`config.mk`:
```
export PLATFORM = sky130hd
export DESIGN_NAME = master_port
export DESIGN_NICKNAME = d
export VERILOG_FILES = /design/src/rtl/bus_pkg.sv /design/src/rtl/master_port_counter.sv /design/src/rtl/master_port.sv
export SDC_FILE = /design/constraint.sdc
export NUM_CORES = 1
export LEC_CHECK = 0
export ABC_AREA = 1
export BUFFER_PORTS_ARGS = -buffer_cell sky130_fd_sc_hd__buf_2
export CAP_MARGIN = 30
export CORE_ASPECT_RATIO = 1.75
export CORE_MARGIN = 8
export CORE_UTILIZATION = 55
export CTS_CLUSTER_DIAMETER = 50
export CTS_CLUSTER_SIZE = 28
export DETAILED_ROUTE_END_ITERATION = 7
export GPL_TIMING_DRIVEN = 0
export PLACE_DENSITY_LB_ADDON = 0.2
export SLEW_MARGIN = 10
export SYNTH_ARGS = -nofsm -noshare
export SYNTH_HDL_FRONTEND = slang
export SYNTH_SLANG_ARGS = --single-unit
```
`constraint.sdc`:
```
create_clock -name CLK -period 1.85 [get_ports CLK]
set_input_delay 0.185 -clock CLK [delete_from_list [all_inputs] [get_ports CLK]]
set_output_delay 0.185 -clock CLK [all_outputs]
set_load 0.01 [all_outputs]
```
`src/rtl/bus_pkg.sv`:
```
// Shared constants for the serial-bus master port: frame/data widths, slave ids,
// FSM state codes and the address-frame builder.
package bus_pkg;

   localparam int ADDR_FRAME_W = 15;
   localparam int DATA_W       = 8;
   localparam int SLAVE_ID_W   = 2;
   localparam int MEM_ADDR_W   = 12;
   localparam int M_ADDR_W     = SLAVE_ID_W + MEM_ADDR_W;
   localparam int CNT_W        = 4;

   localparam logic [SLAVE_ID_W-1:0] SLAVE_ID_MEM0 = 2'd0;
   localparam logic [SLAVE_ID_W-1:0] SLAVE_ID_MEM1 = 2'd1;
   localparam logic [SLAVE_ID_W-1:0] SLAVE_ID_MEM2 = 2'd2;
   localparam logic [SLAVE_ID_W-1:0] SLAVE_ID_MEM3 = 2'd3;

   localparam logic [3:0] ST_IDLE   = 4'd0;
   localparam logic [3:0] ST_REQ    = 4'd1;
   localparam logic [3:0] ST_ADDR   = 4'd2;
   localparam logic [3:0] ST_WACK_A = 4'd3;
   localparam logic [3:0] ST_WDATA  = 4'd4;
   localparam logic [3:0] ST_WACK_D = 4'd5;
   localparam logic [3:0] ST_RDATA  = 4'd6;
   localparam logic [3:0] ST_DONE   = 4'd7;
   localparam logic [3:0] ST_ABORT  = 4'd8;

   // Frame bit 0 is the start bit; slave id and memory address follow LSB-first.
   function automatic logic [ADDR_FRAME_W-1:0] addr_frame(input logic [M_ADDR_W-1:0] addr);
      return {addr, 1'b1};
   endfunction

endpackage

```
`src/rtl/master_port_counter.sv`:
```
// Saturating up-counter with synchronous clear; used as the serial bit counter.
module counter #(
   parameter int WIDTH = 4
) (
   input  logic             CLK,
   input  logic             RSTN,
   input  logic             clr,
   input  logic             en,
   output logic [WIDTH-1:0] cnt
);

   logic [WIDTH-1:0] cnt_d;
   logic [WIDTH-1:0] cnt_q;

   // NOTE: every always_comb output gets a default first so no latch is inferred.
   always_comb begin
      cnt_d = cnt_q;
      if (clr) begin
         cnt_d = '0;
      end else if (en && (cnt_q != {WIDTH{1'b1}})) begin
         cnt_d = cnt_q + 1'b1;
      end
   end

   // NOTE: state flops use non-blocking assignments only.
   always_ff @(posedge CLK or negedge RSTN) begin
      if (!RSTN) begin
         cnt_q <= '0;
      end else begin
         cnt_q <= cnt_d;
      end
   end

   assign cnt = cnt_q;

endmodule

```
`src/rtl/master_port.sv`:
```
// Serial-bus master port: latches one request, wins the bus, shifts the address frame
// and data byte, returns status. Optional ACK timeout under `MASTER_TIMEOUT_EN.
module master_port
   import bus_pkg::*;
#(
   parameter int ACK_TIMEOUT = 15
) (
   input  logic                CLK,
   input  logic                RSTN,
   input  logic                M_REQ,
   input  logic                M_RW,
   input  logic [M_ADDR_W-1:0] M_ADDR,
   input  logic [DATA_W-1:0]   M_WDATA,
   output logic                M_READY,
   output logic [DATA_W-1:0]   M_RDATA,
   output logic                M_DONE,
   output logic                M_ERR,
   output logic                B_REQ,
   input  logic                B_GRANT,
   output logic                B_VALID,
   output logic                B_RW,
   output logic                B_BUS_OUT,
   input  logic                B_BUS_IN,
   input  logic                B_ACK
);

   localparam logic [CNT_W-1:0] ADDR_LAST = CNT_W'(ADDR_FRAME_W - 1);
   localparam logic [CNT_W-1:0] DATA_LAST = CNT_W'(DATA_W - 1);

   logic [3:0]          state_d,  state_q;
   logic                rw_d,     rw_q;
   logic [M_ADDR_W-1:0] addr_d,   addr_q;
   logic [DATA_W-1:0]   wdata_d,  wdata_q;
   logic [DATA_W-1:0]   shift_d,  shift_q;
   logic [DATA_W-1:0]   rdata_d,  rdata_q;
   logic [CNT_W-1:0]    cnt;
   logic                cnt_clr;
   logic                cnt_en;
   logic                bus_phase;
   logic                ack_timeout;
   logic [ADDR_FRAME_W-1:0] frame;

   counter #(.WIDTH(CNT_W)) u_bit_cnt (
      .CLK (CLK),
      .RSTN(RSTN),
      .clr (cnt_clr),
      .en  (cnt_en),
      .cnt (cnt)
   );

   assign bus_phase = (state_q == ST_ADDR)  || (state_q == ST_WACK_A) || (state_q == ST_WDATA) ||
                      (state_q == ST_WACK_D) || (state_q == ST_RDATA);
   assign frame     = addr_frame(addr_q);

   always_comb begin
      state_d = state_q;
      rw_d    = rw_q;
      addr_d  = addr_q;
      wdata_d = wdata_q;
      shift_d = shift_q;
      rdata_d = rdata_q;
      cnt_clr = 1'b0;
      cnt_en  = 1'b0;
      case (state_q)
         ST_IDLE: if (M_REQ) begin
            rw_d    = M_RW;
            addr_d  = M_ADDR;
            wdata_d = M_WDATA;
            cnt_clr = 1'b1;
            state_d = ST_REQ;
         end
         ST_REQ: if (B_GRANT) state_d = ST_ADDR;
         ST_ADDR: begin
            cnt_en = 1'b1;
            if (cnt == ADDR_LAST) begin
               cnt_clr = 1'b1;
               state_d = ST_WACK_A;
            end
         end
         ST_WACK_A: begin
            cnt_clr = 1'b1;
            if (B_ACK)            state_d = rw_q ? ST_WDATA : ST_RDATA;
            else if (ack_timeout) state_d = ST_ABORT;
         end
         ST_WDATA: begin
            cnt_en = 1'b1;
            if (cnt == DATA_LAST) begin
               cnt_clr = 1'b1;
               state_d = ST_WACK_D;
            end
         end
         ST_WACK_D: begin
            if (B_ACK)            state_d = ST_DONE;
            else if (ack_timeout) state_d = ST_ABORT;
         end
         ST_RDATA: begin
            cnt_en            = 1'b1;
            shift_d[cnt[2:0]] = B_BUS_IN;
            if (cnt == DATA_LAST) begin
               rdata_d = {B_BUS_IN, shift_q[DATA_W-2:0]};
               cnt_clr = 1'b1;
               state_d = ST_DONE;
            end
         end
         default: state_d = ST_IDLE;
      endcase
      // Losing the grant mid-frame wins over any other transition and keeps old read data.
      if (bus_phase && !B_GRANT) begin
         rdata_d = rdata_q;
         cnt_clr = 1'b1;
         state_d = ST_ABORT;
      end
   end

`ifdef MASTER_TIMEOUT_EN
   localparam int TO_W = $clog2(ACK_TIMEOUT + 1);
   logic [TO_W-1:0] wait_d, wait_q;
   logic            in_wait;

   assign in_wait     = (state_q == ST_WACK_A) || (state_q == ST_WACK_D);
   assign ack_timeout = in_wait && (wait_q == TO_W'(ACK_TIMEOUT - 1));

   always_comb begin
      wait_d = '0;
      if (in_wait && (state_d == state_q)) wait_d = wait_q + 1'b1;
   end

   always_ff @(posedge CLK or negedge RSTN) begin
      if (!RSTN) wait_q <= '0;
      else       wait_q <= wait_d;
   end
`else
   // Without the timeout the FSM waits for B_ACK forever; ACK_TIMEOUT has no effect.
   assign ack_timeout = (ACK_TIMEOUT < 0);
`endif

   always_ff @(posedge CLK or negedge RSTN) begin
      if (!RSTN) begin
         state_q <= ST_IDLE;
         rw_q    <= 1'b0;
         addr_q  <= '0;
         wdata_q <= '0;
         shift_q <= '0;
         rdata_q <= '0;
      end else begin
         state_q <= state_d;
         rw_q    <= rw_d;
         addr_q  <= addr_d;
         wdata_q <= wdata_d;
         shift_q <= shift_d;
         rdata_q <= rdata_d;
      end
   end

   always_comb begin
      B_BUS_OUT = 1'b0;
      if (state_q == ST_ADDR)  B_BUS_OUT = frame[cnt];
      if (state_q == ST_WDATA) B_BUS_OUT = wdata_q[cnt[2:0]];
   end

   assign M_READY = (state_q == ST_IDLE);
   assign M_DONE  = (state_q == ST_DONE);
   assign M_ERR   = (state_q == ST_ABORT);
   assign M_RDATA = rdata_q;
   assign B_REQ   = (state_q == ST_REQ) || bus_phase;
   assign B_VALID = bus_phase;
   assign B_RW    = rw_q & bus_phase;

endmodule

```
# After elaboration in Yosys (flattened, before gate mapping)
# Cells that the tools add are included.
classes:
  reduce_logical: 16
  n_mux: 27
  n_eq_ne: 18
  addsub: 1
  bitwise_logic: 2
  n_lt_le_gt_ge: 3
op_table:
  columns: ["operator", "n"]
  rows:
  - ["4-bit two-way mux", 10]
  - ["4-bit one-hot mux with 7 select lines", 1]
  - ["4-bit by 3-bit equality test with 1-bit output, second input constant", 5]
  - ["1-bit two-way mux", 10]
  - ["3-bit by 1-bit != test with 1-bit output, second input constant", 3]
  - ["3-bit by 2-bit != test with 1-bit output, second input constant", 3]
  - ["8-bit bitwise mux", 1]
  - ["4-bit by 2-bit equality test with 1-bit output, second input constant", 2]
  - ["4-bit equality test, second input constant", 2]
  - ["7-bit AND reduction", 1]
  - ["1-bit logical OR", 5]
  - ["4-bit by 5-bit less-than comparator with 1-bit output, second input constant", 1]
  - ["4-bit by 1-bit adder with 4-bit output, second input constant", 1]
  - ["1-bit binary-select mux with 4-bit select", 1]
  - ["4-bit by 1-bit equality test with 1-bit output, second input constant", 1]
  - ["4-bit logical NOT", 1]
  - ["3-bit by 4-bit less-than comparator with 1-bit output, second input constant", 1]
  - ["4-bit != test, second input constant", 1]
  - ["1-bit one-hot mux with 4 select lines", 1]
  - ["1-bit binary-select mux with 3-bit select", 1]
  - ["1-bit demux with 3-bit select", 1]
  - ["3-bit by 1-bit >= comparator with 1-bit output, second input constant", 1]
  - ["1-bit logical AND", 3]
  - ["3-bit != test, second input constant", 1]
  - ["other kinds (9)", 9]
word_totals:
  input_bits: 29
  output_inout_bits: 15
  word_cells: 74
  reg_bits: 47

# Longest topological paths before layout
# Gate-level depths: netlist of run 1.
logic_depth:
  ltp_word: 8
  depth_mapped: 11
  depth_no_buf: 9

# Modules after synthesis
# From an unflattened synthesis of run 1, not the netlist that was laid out.
hier_totals:
  hier_cells: 283
  hier_area_um2: 2449.8
by_module_without_submodules:
  columns: ["module", "instances", "area_per_inst_um2", "seq_area_each_um2", "cells_per_inst"]
  rows:
  - ["master_port", 1, 2227.1, 1051.0, 254]
  - ["counter", 1, 222.7, 100.1, 29]

# Least setup slack after synthesis of run 1
# Ideal clock, no wire load.
synth_path:
  kind: "register to register"
  startpoint: "reg u_bit_cnt.cnt_q[0], in the netlist u_bit_cnt.cnt[0]"
  endpoint: "reg state_q[0]"
  synth_period_minus_slack_ns: 1.544
  stages_incl_launch_ff: 11
  setup_time_ns: 0.066
  t_required_ns: 1.784
  t_arrival_ns: 1.479
  path_slack_ns: 0.306
  path_cell_list: "dfrtp_1 > clkbuf_2 > inv_1 > buf_2 > ha_1 > nand3_1 > nand3_1 > nand2_1 > nor2_1 > nand4_1 > nand2_1"
synth_between:
  elab_chain_cells: 3
  word_cells_on_any_way: 6
  cone_classes: "eq/ne (5); reduce/logical (1)"
synth_lines:
  columns: ["item", "line_no", "rtl"]
  rows:
  - ["start, declared", "master_port_counter.sv:13", "logic [WIDTH-1:0] cnt_q;"]
  - ["start signal, assigned", "master_port_counter.sv:30", "cnt_q <= cnt_d;"]
  - ["4-bit by 3-bit equality test with 1-bit output / 4-bit equality test (equally long branches)", "master_port.sv:87, master_port.sv:99, master_port.sv:75", null]
  - ["3-bit by 1-bit != test with 1-bit output (no line)", null, null]
  - ["7-bit AND reduction (no line) (*)", null, null]
  - ["end signal, assigned", "master_port.sv:146", "state_q <= state_d;"]
  - ["end, declared", "master_port.sv:30", "logic [3:0] state_d, state_q;"]
# Mark *: on every way between the ends. The rest lies on a longest branch, timed or not.
# A chain may end at the register's enable or synchronous reset.

# Worst setup path in the final report of run 1
layout_path:
  startpoint: "reg u_bit_cnt.cnt_q[0], in the netlist u_bit_cnt.cnt[0]"
  endpoint: "out B_BUS_OUT"
layout_between:
  elab_chain_cells: 4
  word_cells_on_any_way: 6
  cone_classes: "mux (6)"
layout_lines:
  columns: ["item", "line_no", "rtl"]
  rows:
  - ["1-bit binary-select mux with 4-bit select", "master_port.sv:157", "if (state_q == ST_ADDR) B_BUS_OUT = frame[cnt];"]
  - ["1-bit two-way mux (not written as such)", "master_port.sv:157", null]
  - ["1-bit two-way mux", "master_port.sv:157", null]
  - ["1-bit two-way mux (*)", "master_port.sv:158", "if (state_q == ST_WDATA) B_BUS_OUT = wdata_q[cnt[2:0]];"]
  - ["end, declared", "master_port.sv:22", "output logic B_BUS_OUT,"]
# Mark *: on every way between the ends. The rest lies on a longest branch, timed or not. The select of a mux whose other input is x is not followed.

==> out/qor.txt, run 1 <==
die width = 66.3 microns
vias in the first global route = 2144
largest net degree at the start of global routing = 25
routed length per instance = 12.7 microns
Worst EP required = 1660 ps
Sink Count = 46
vias post-DR = 2221
leakage power = 1.63 nW
area leader, netlist = dfrtp_1
die height = 104 microns
Slew @ Worst Pin = 563 ps
post-route ant nets = 0
die area = 6900 sq um
share of layout cells above drive strength 1 = 26.3%
Setup crit start kind = register
all-layer global routing usage = 16.4%
final setup fails = 0
clock transition at the registers of the reported paths = 80 ps
Row Count = 32
syn_nets = 351
Seq/Total Area, Yosys = 47.3%
HPWL after DPL = 4.20 mm
Setup crit end kind = primary output
Setup CP Type = register to primary output
Initial Utilization = 56.3%
Seq cells post-synth = 46
PD cells = 1440 nW/um^2
final worst path period share = 97.5%
layout filler cell count = 380
Max Root-Sink Buffers = 2
IO Pins = 44
CTS H-tree depth = 2
commonest non-fill, non-tap cell in the layout = nand2_1
dpl ws = 56.2 ps
Worst Skew = 6.64 ps
TritonCTS clock tree = yes
Fmax = 0.555 GHz
GRT overflow = 0
Final nets = 406
violation count after the first detailed-route iteration = 153
total CTS buffers = 5
worst hold stages = 3
Distinct cells, synth = 26
synthesized area = 2440 sq um
total wire length = 5.43 mm
final setup TNS = 0 ps
R2R depth = 7
critical path fanouts, max = 10
Root Driver = clkbuf_8
GPL Wtd Cong = 0.888
DRC = 0
most frequent cells in the layout = 119 x nand2_1, 45 x buf_2, 44 x dfrtp_1
Layout area overhead = 20.0%
Synth top area share = 47.3%
Slew headroom = 62.5%
Port Buffer Count = 43
clock period minus final worst setup slack = 1800 ps
Syn Area/Cell = 7.61 sq um
first-pass GRT wire length = 9.14 mm
Peak VDD IR = 0.00122 V
Via density = 5.20
yosys warns = 0
fin. max-slew vios = 0
ranking of synthesized cells by area = dfrtp_1 47%, nand2_1 18%, nand3_1 4.5%, inv_1 4.5%, nor2_1 3.4%
status = completed
Setup WS post-layout = 47.2 ps
Critical Path AT = 1620 ps
worst hold path class = primary input to register
antenna cell count = 0
TritonRoute pass-1 iters = 5
initial antenna violation count = 0
total core area = 4320 sq um
RSZ-0062 raised after global routing = true
Max-Cap Viols = 0
Worst-Skew Late Latency = 310 ps
Final Hold Viols = 0
Cells after Synth = 320
[state kept, by name, indices dropped and copies added, names as in the netlist]
signal and count:
state_q 4, shift_q 7, u_bit_cnt.cnt 4, rw_q 1, wdata_q 8, addr_q 14, M_RDATA 8
[report_power, final]
part	switching, mW	leakage [nW]	total, mW	internal [mW]
registers	0.251	0.564	1.59	1.34
clock network	0.357	0.0585	0.762	0.405
logic	1.20	1.01	1.87	0.673
total	1.80	1.63	4.22	2.42
[final cells by class]
class	count	area, sq um	area share (%)
clock buffer	5	68.8	2.35
inverter	33	129	4.41
timing repair buffer	49	283	9.67
buffer	11	88.8	3.04
sequential	46	1150	39.5
clock inverter	3	43.8	1.50
tap	51	63.8	2.18
multi-input combinational	229	1090	37.4
[layer usage]
| metal | up-vias | wire, microns | track usage [%] | part of all wire [%] |
|---|---|---|---|---|
| li1 | 1128 | - | - | - |
| met1 | 1020 | 2070 | 16.9 | 38 |
| met2 | 63 | 2890 | 28.7 | 53 |
| met3 | 10 | 316 | 4.10 | 5.8 |
| met4 | 0 | 148 | 8.14 | 2.7 |
| met5 | - | 0 | 0 | 0 |
[cell families (layout without fill, tap and decap cells)]
| family | Yosys count | count (layout) | share of synthesized area [%] |
|---|---|---|---|
| AND/OR/NAND/NOR | 194 | 194 | 35.1 |
| XOR/XNOR | 1 | 1 | 0.360 |
| AO/OA/AOI/OAI | 32 | 32 | 8.17 |
| buffers and inverters | 45 | 101 | 8.06 |
| flip-flops | 46 | 46 | 47.3 |
| adder cells (fa/ha/maj) | 2 | 2 | 1.03 |
[path summary, 6_finish.rpt]
kind | from | end | slack (ps)
setup / recovery | u_bit_cnt.cnt[0]$_DFFE_PN0P_ | B_BUS_OUT | 50
setup reg to reg | u_bit_cnt.cnt[0]$_DFFE_PN0P_ | M_RDATA[7]$_DFFE_PN0P_ | 220
hold reg to reg | wdata_q[0]$_DFFE_PN0P_ | wdata_q[0]$_DFFE_PN0P_ | 480
min in group asynchronous | RSTN | state_q[1]$_DFFE_PN0P_ | 390
hold / removal | M_WDATA[0] | wdata_q[0]$_DFFE_PN0P_ | 70
max in group asynchronous | RSTN | addr_q[4]$_DFFE_PN0P_ | 950
[metrics by stage]
step / power, mW / instance area, sq um / cells / hold WS [ps] / util [%]
floorplan: 2.91 / 2440 / 320 / -111 / -
detailed placement: 3.42 / 2740 / 415 / 207 / 63.4
global placement: 3.38 / 2720 / 414 / 384 / 62.8
global route: 4.59 / 2920 / 427 / 74.5 / 67.6
CTS: 4.22 / 2890 / 424 / 66.0 / 66.7
finish: 4.22 / 2920 / 427 / 69.9 / 67.6
[timing repair]
action                     4_1_cts  5_1_grt
hold endpoints to repair        23        0
resized for setup               10        8
setup endpoints to repair        1        3
hold buffers                     1        0
cloned                           0        0
pin swaps                        0        1
buffers inserted                 1        3
[cells in the mapped netlist]
cell and number:
o21ai_1 2, nor2_2 2, clkinv_1 1, nand2_1 119, inv_2 3, a21oi_1 8
nor3_1 6, dfrtp_1 46, inv_1 29, o21ai_2 8, o21ai_0 8, xor2_1 1
buf_6 1, buf_2 5, a31oi_1 5, nand4_1 11, nand3_2 4, nor2_4 3
buf_1 1, ha_1 2, a21o_1 1, nand2_2 5, buf_4 3, nor2_1 22
clkbuf_2 2, nand3_1 22
[critical path, stage by stage (launching register included)]
cell,delay (ps)
dfrtp_2,480
buf_4,210
nand4_1,100
nand2_1,70
nor2_2,120
nand2_1,70
nand3_1,70
nand2_1,60
buf_2,140
No activity file was read; power rests on OpenSTA's default activity.
==> run 2, diff against run 1 <==
Settings changed: CORE_MARGIN 8 to 10, MAX_ROUTING_LAYER set to met4.
==> out/qor.txt, run 2 (synthesized netlist as in run 1, its figures left out) <==
max FFs per register = 14 (unchanged)
leakage power = 1.63 nW (-0.12%)
placed cell count = 415 (unchanged)
Row Count = 32 (unchanged)
violation count after the first detailed-route iteration = 112 (-27%)
initial antenna violation count = 0 (unchanged)
total core area = 4360 sq um (+0.93%)
total CTS buffers = 5 (unchanged)
vias post-DR = 2187 (-1.5%)
routed length per instance = 13.1 microns (+3.1%)
critical path fanouts, max = 10 (unchanged)
reg2reg start = u_bit_cnt.cnt[0]$_DFFE_PN0P_
Largest Register = addr_q
Fmax = 0.562 GHz (+1.4%)
total wire length = 5.58 mm (+2.9%)
post-route ant nets = 0 (unchanged)
Worst EP required = 1660 ps (about the same)
Layout area overhead = 20.0% (about the same)
final setup fails = 0 (unchanged)
Logic pwr share = 44.6% (+0.3 points)
Via density = 5.13 (-1.3%)
antenna cell count = 0 (unchanged)
Root Driver = clkbuf_8
die area = 7600 sq um (+10%)
Slew @ Worst Pin = 370 ps (-193 ps)
Critical Path AT = 1590 ps (-30 ps)
Setup crit start = u_bit_cnt.cnt[0]$_DFFE_PN0P_
Switch Pwr = 1.80 mW (-0.35%)
Setup CP Type = register to primary output
clock period minus final worst setup slack = 1780 ps (-24.5 ps)
die width = 70.3 microns (+6.0%)
GPL Wtd Cong = 0.874 (-1.6%)
worst hold stages = 3 (unchanged)
Setup crit start kind = register
TritonRoute pass-1 iters = 4 (-1)
final hold slack = 75.7 ps (+5.74 ps)
CTS H-tree depth = 2 (unchanged)
Worst-Skew Late Latency = 300 ps (about the same)
final setup TNS = 0 ps (unchanged)
clock transition at the registers of the reported paths = 90 ps (about the same)
Initial Utilization = 55.8% (-0.52 points)
GRT overflow = 0 (unchanged)
Port Buffer Count = 43 (unchanged)
TritonCTS clock tree = yes
Setup crit end kind = primary output
share of layout cells above drive strength 1 = 25.9% (-0.46 points)
Worst Skew = 6.14 ps (-0.499 ps)
Slew headroom = 75.3% (+13 points)
DRC = 0 (unchanged)
Final nets = 406 (unchanged)
die height = 108 microns (+3.8%)
worst hold start = M_WDATA[0]
internal power = 2.46 mW (+1.6%)
first-pass GRT wire length = 9.55 mm (+4.5%)
PD cells = 1460 nW/um^2 (+0.80%)
Seq pwr share = 37.2% (-0.5 points)
final worst path period share = 96.1% (-1.3 points)
largest net degree at the start of global routing = 32 (+28%)
HPWL after DPL = 4.21 mm (+0.17%)
worst hold path class = primary input to register
IO Pins = 44 (unchanged)
Final Hold Viols = 0 (unchanged)
status = completed
clock power share = 18.2% (+0.2 points)
all-layer global routing usage = 15.4% (-0.92 points)
commonest non-fill, non-tap cell in the layout = nand2_1
Max-Cap Viols = 0 (unchanged)
vias in the first global route = 2155 (+0.51%)
fin. max-slew vios = 0 (unchanged)
most frequent cells in the layout = 119 x nand2_1, 45 x buf_2, 44 x dfrtp_1
sw frac = 42.3% (-0.47 points)
Max Root-Sink Buffers = 2 (unchanged)
Final Non-Filler Cells = 426 (-0.23%)
Sink Count = 46 (unchanged)
R2R depth = 8 (+1)
RSZ-0062 raised after global routing = true
Peak VDD IR = 0.000968 V (-20%)
-- run 2: power groups by stage --
stage / Clock [mW] / Combinational (mW) / Sequential, mW
after floorplan: 0 / 1.39 / 1.52
after global placement: 0 / 1.81 / 1.57
after detailed placement: 0 / 1.85 / 1.58
after CTS: 0.785 / 1.89 / 1.57
after global routing: 0.827 / 2.18 / 1.62
final: 0.774 / 1.90 / 1.58
-- run 2: worst paths after layout --
check / endpoint / slack, ps
min reg2reg: wdata_q[0]$_DFFE_PN0P_ / 470
max: B_BUS_OUT / 70
min: wdata_q[0]$_DFFE_PN0P_ / 80
min in group asynchronous: M_RDATA[6]$_DFFE_PN0P_ / 320
max in group asynchronous: u_bit_cnt.cnt[1]$_DFFE_PN0P_ / 1040
max reg2reg: M_RDATA[7]$_DFFE_PN0P_ / 130
-- run 2: worst max-delay path, cell delays in order, from the launching register on --
cell     delay [ps]
dfrtp_2         460
inv_2           130
buf_6           150
nand4_1          80
o21ai_1          90
nor2_1           50
nand2_1          70
nand3_1          60
nand2_1          70
buf_2           130
-- run 2: final cells by class --
type | instances | area (sq um)
Tap cell | 51 | 63.8
Multi-Input combinational cell | 229 | 1100
Sequential cell | 46 | 1150
Clock inverter | 1 | 30.0
Inverter | 33 | 129
Buffer | 11 | 92.6
Clock buffer | 6 | 82.6
Timing Repair Buffer | 49 | 275
Fill cell | 386 | 1440
-- run 2: what timing repair did --
item | CTS | global route
resized for setup | 9 | 11
endpoints found under the hold margin | 15 | 0
buffers inserted | 2 | 2
hold buffers | 1 | 0
setup endpoints to repair | 4 | 2
-- run 2: metal layers --
| metal | vias to the layer above | global-route usage (%) | share of wire [%] |
|---|---|---|---|
| met5 | - | - | 0 |
| met4 | 0 | 8.07 | 2.1 |
| li1 | 1131 | - | - |
| met2 | 57 | 27.1 | 53 |
| met3 | 12 | 3.21 | 4.2 |
| met1 | 987 | 15.7 | 41 |
-- run 2: stage by stage --
| stage | setup WS, ps | power, mW | area (sq um) | util (%) |
|---|---|---|---|---|
| after CTS | 3.88 | 4.25 | 2890 | 66.1 |
| after global routing | -65.7 | 4.62 | 2920 | 67.0 |
| after floorplan | 306 | 2.91 | 2440 | - |
| final | 71.7 | 4.26 | 2920 | 67.0 |
| after global placement | 33.3 | 3.38 | 2720 | 62.2 |
| after detailed placement | 9.92 | 3.43 | 2740 | 62.7 |
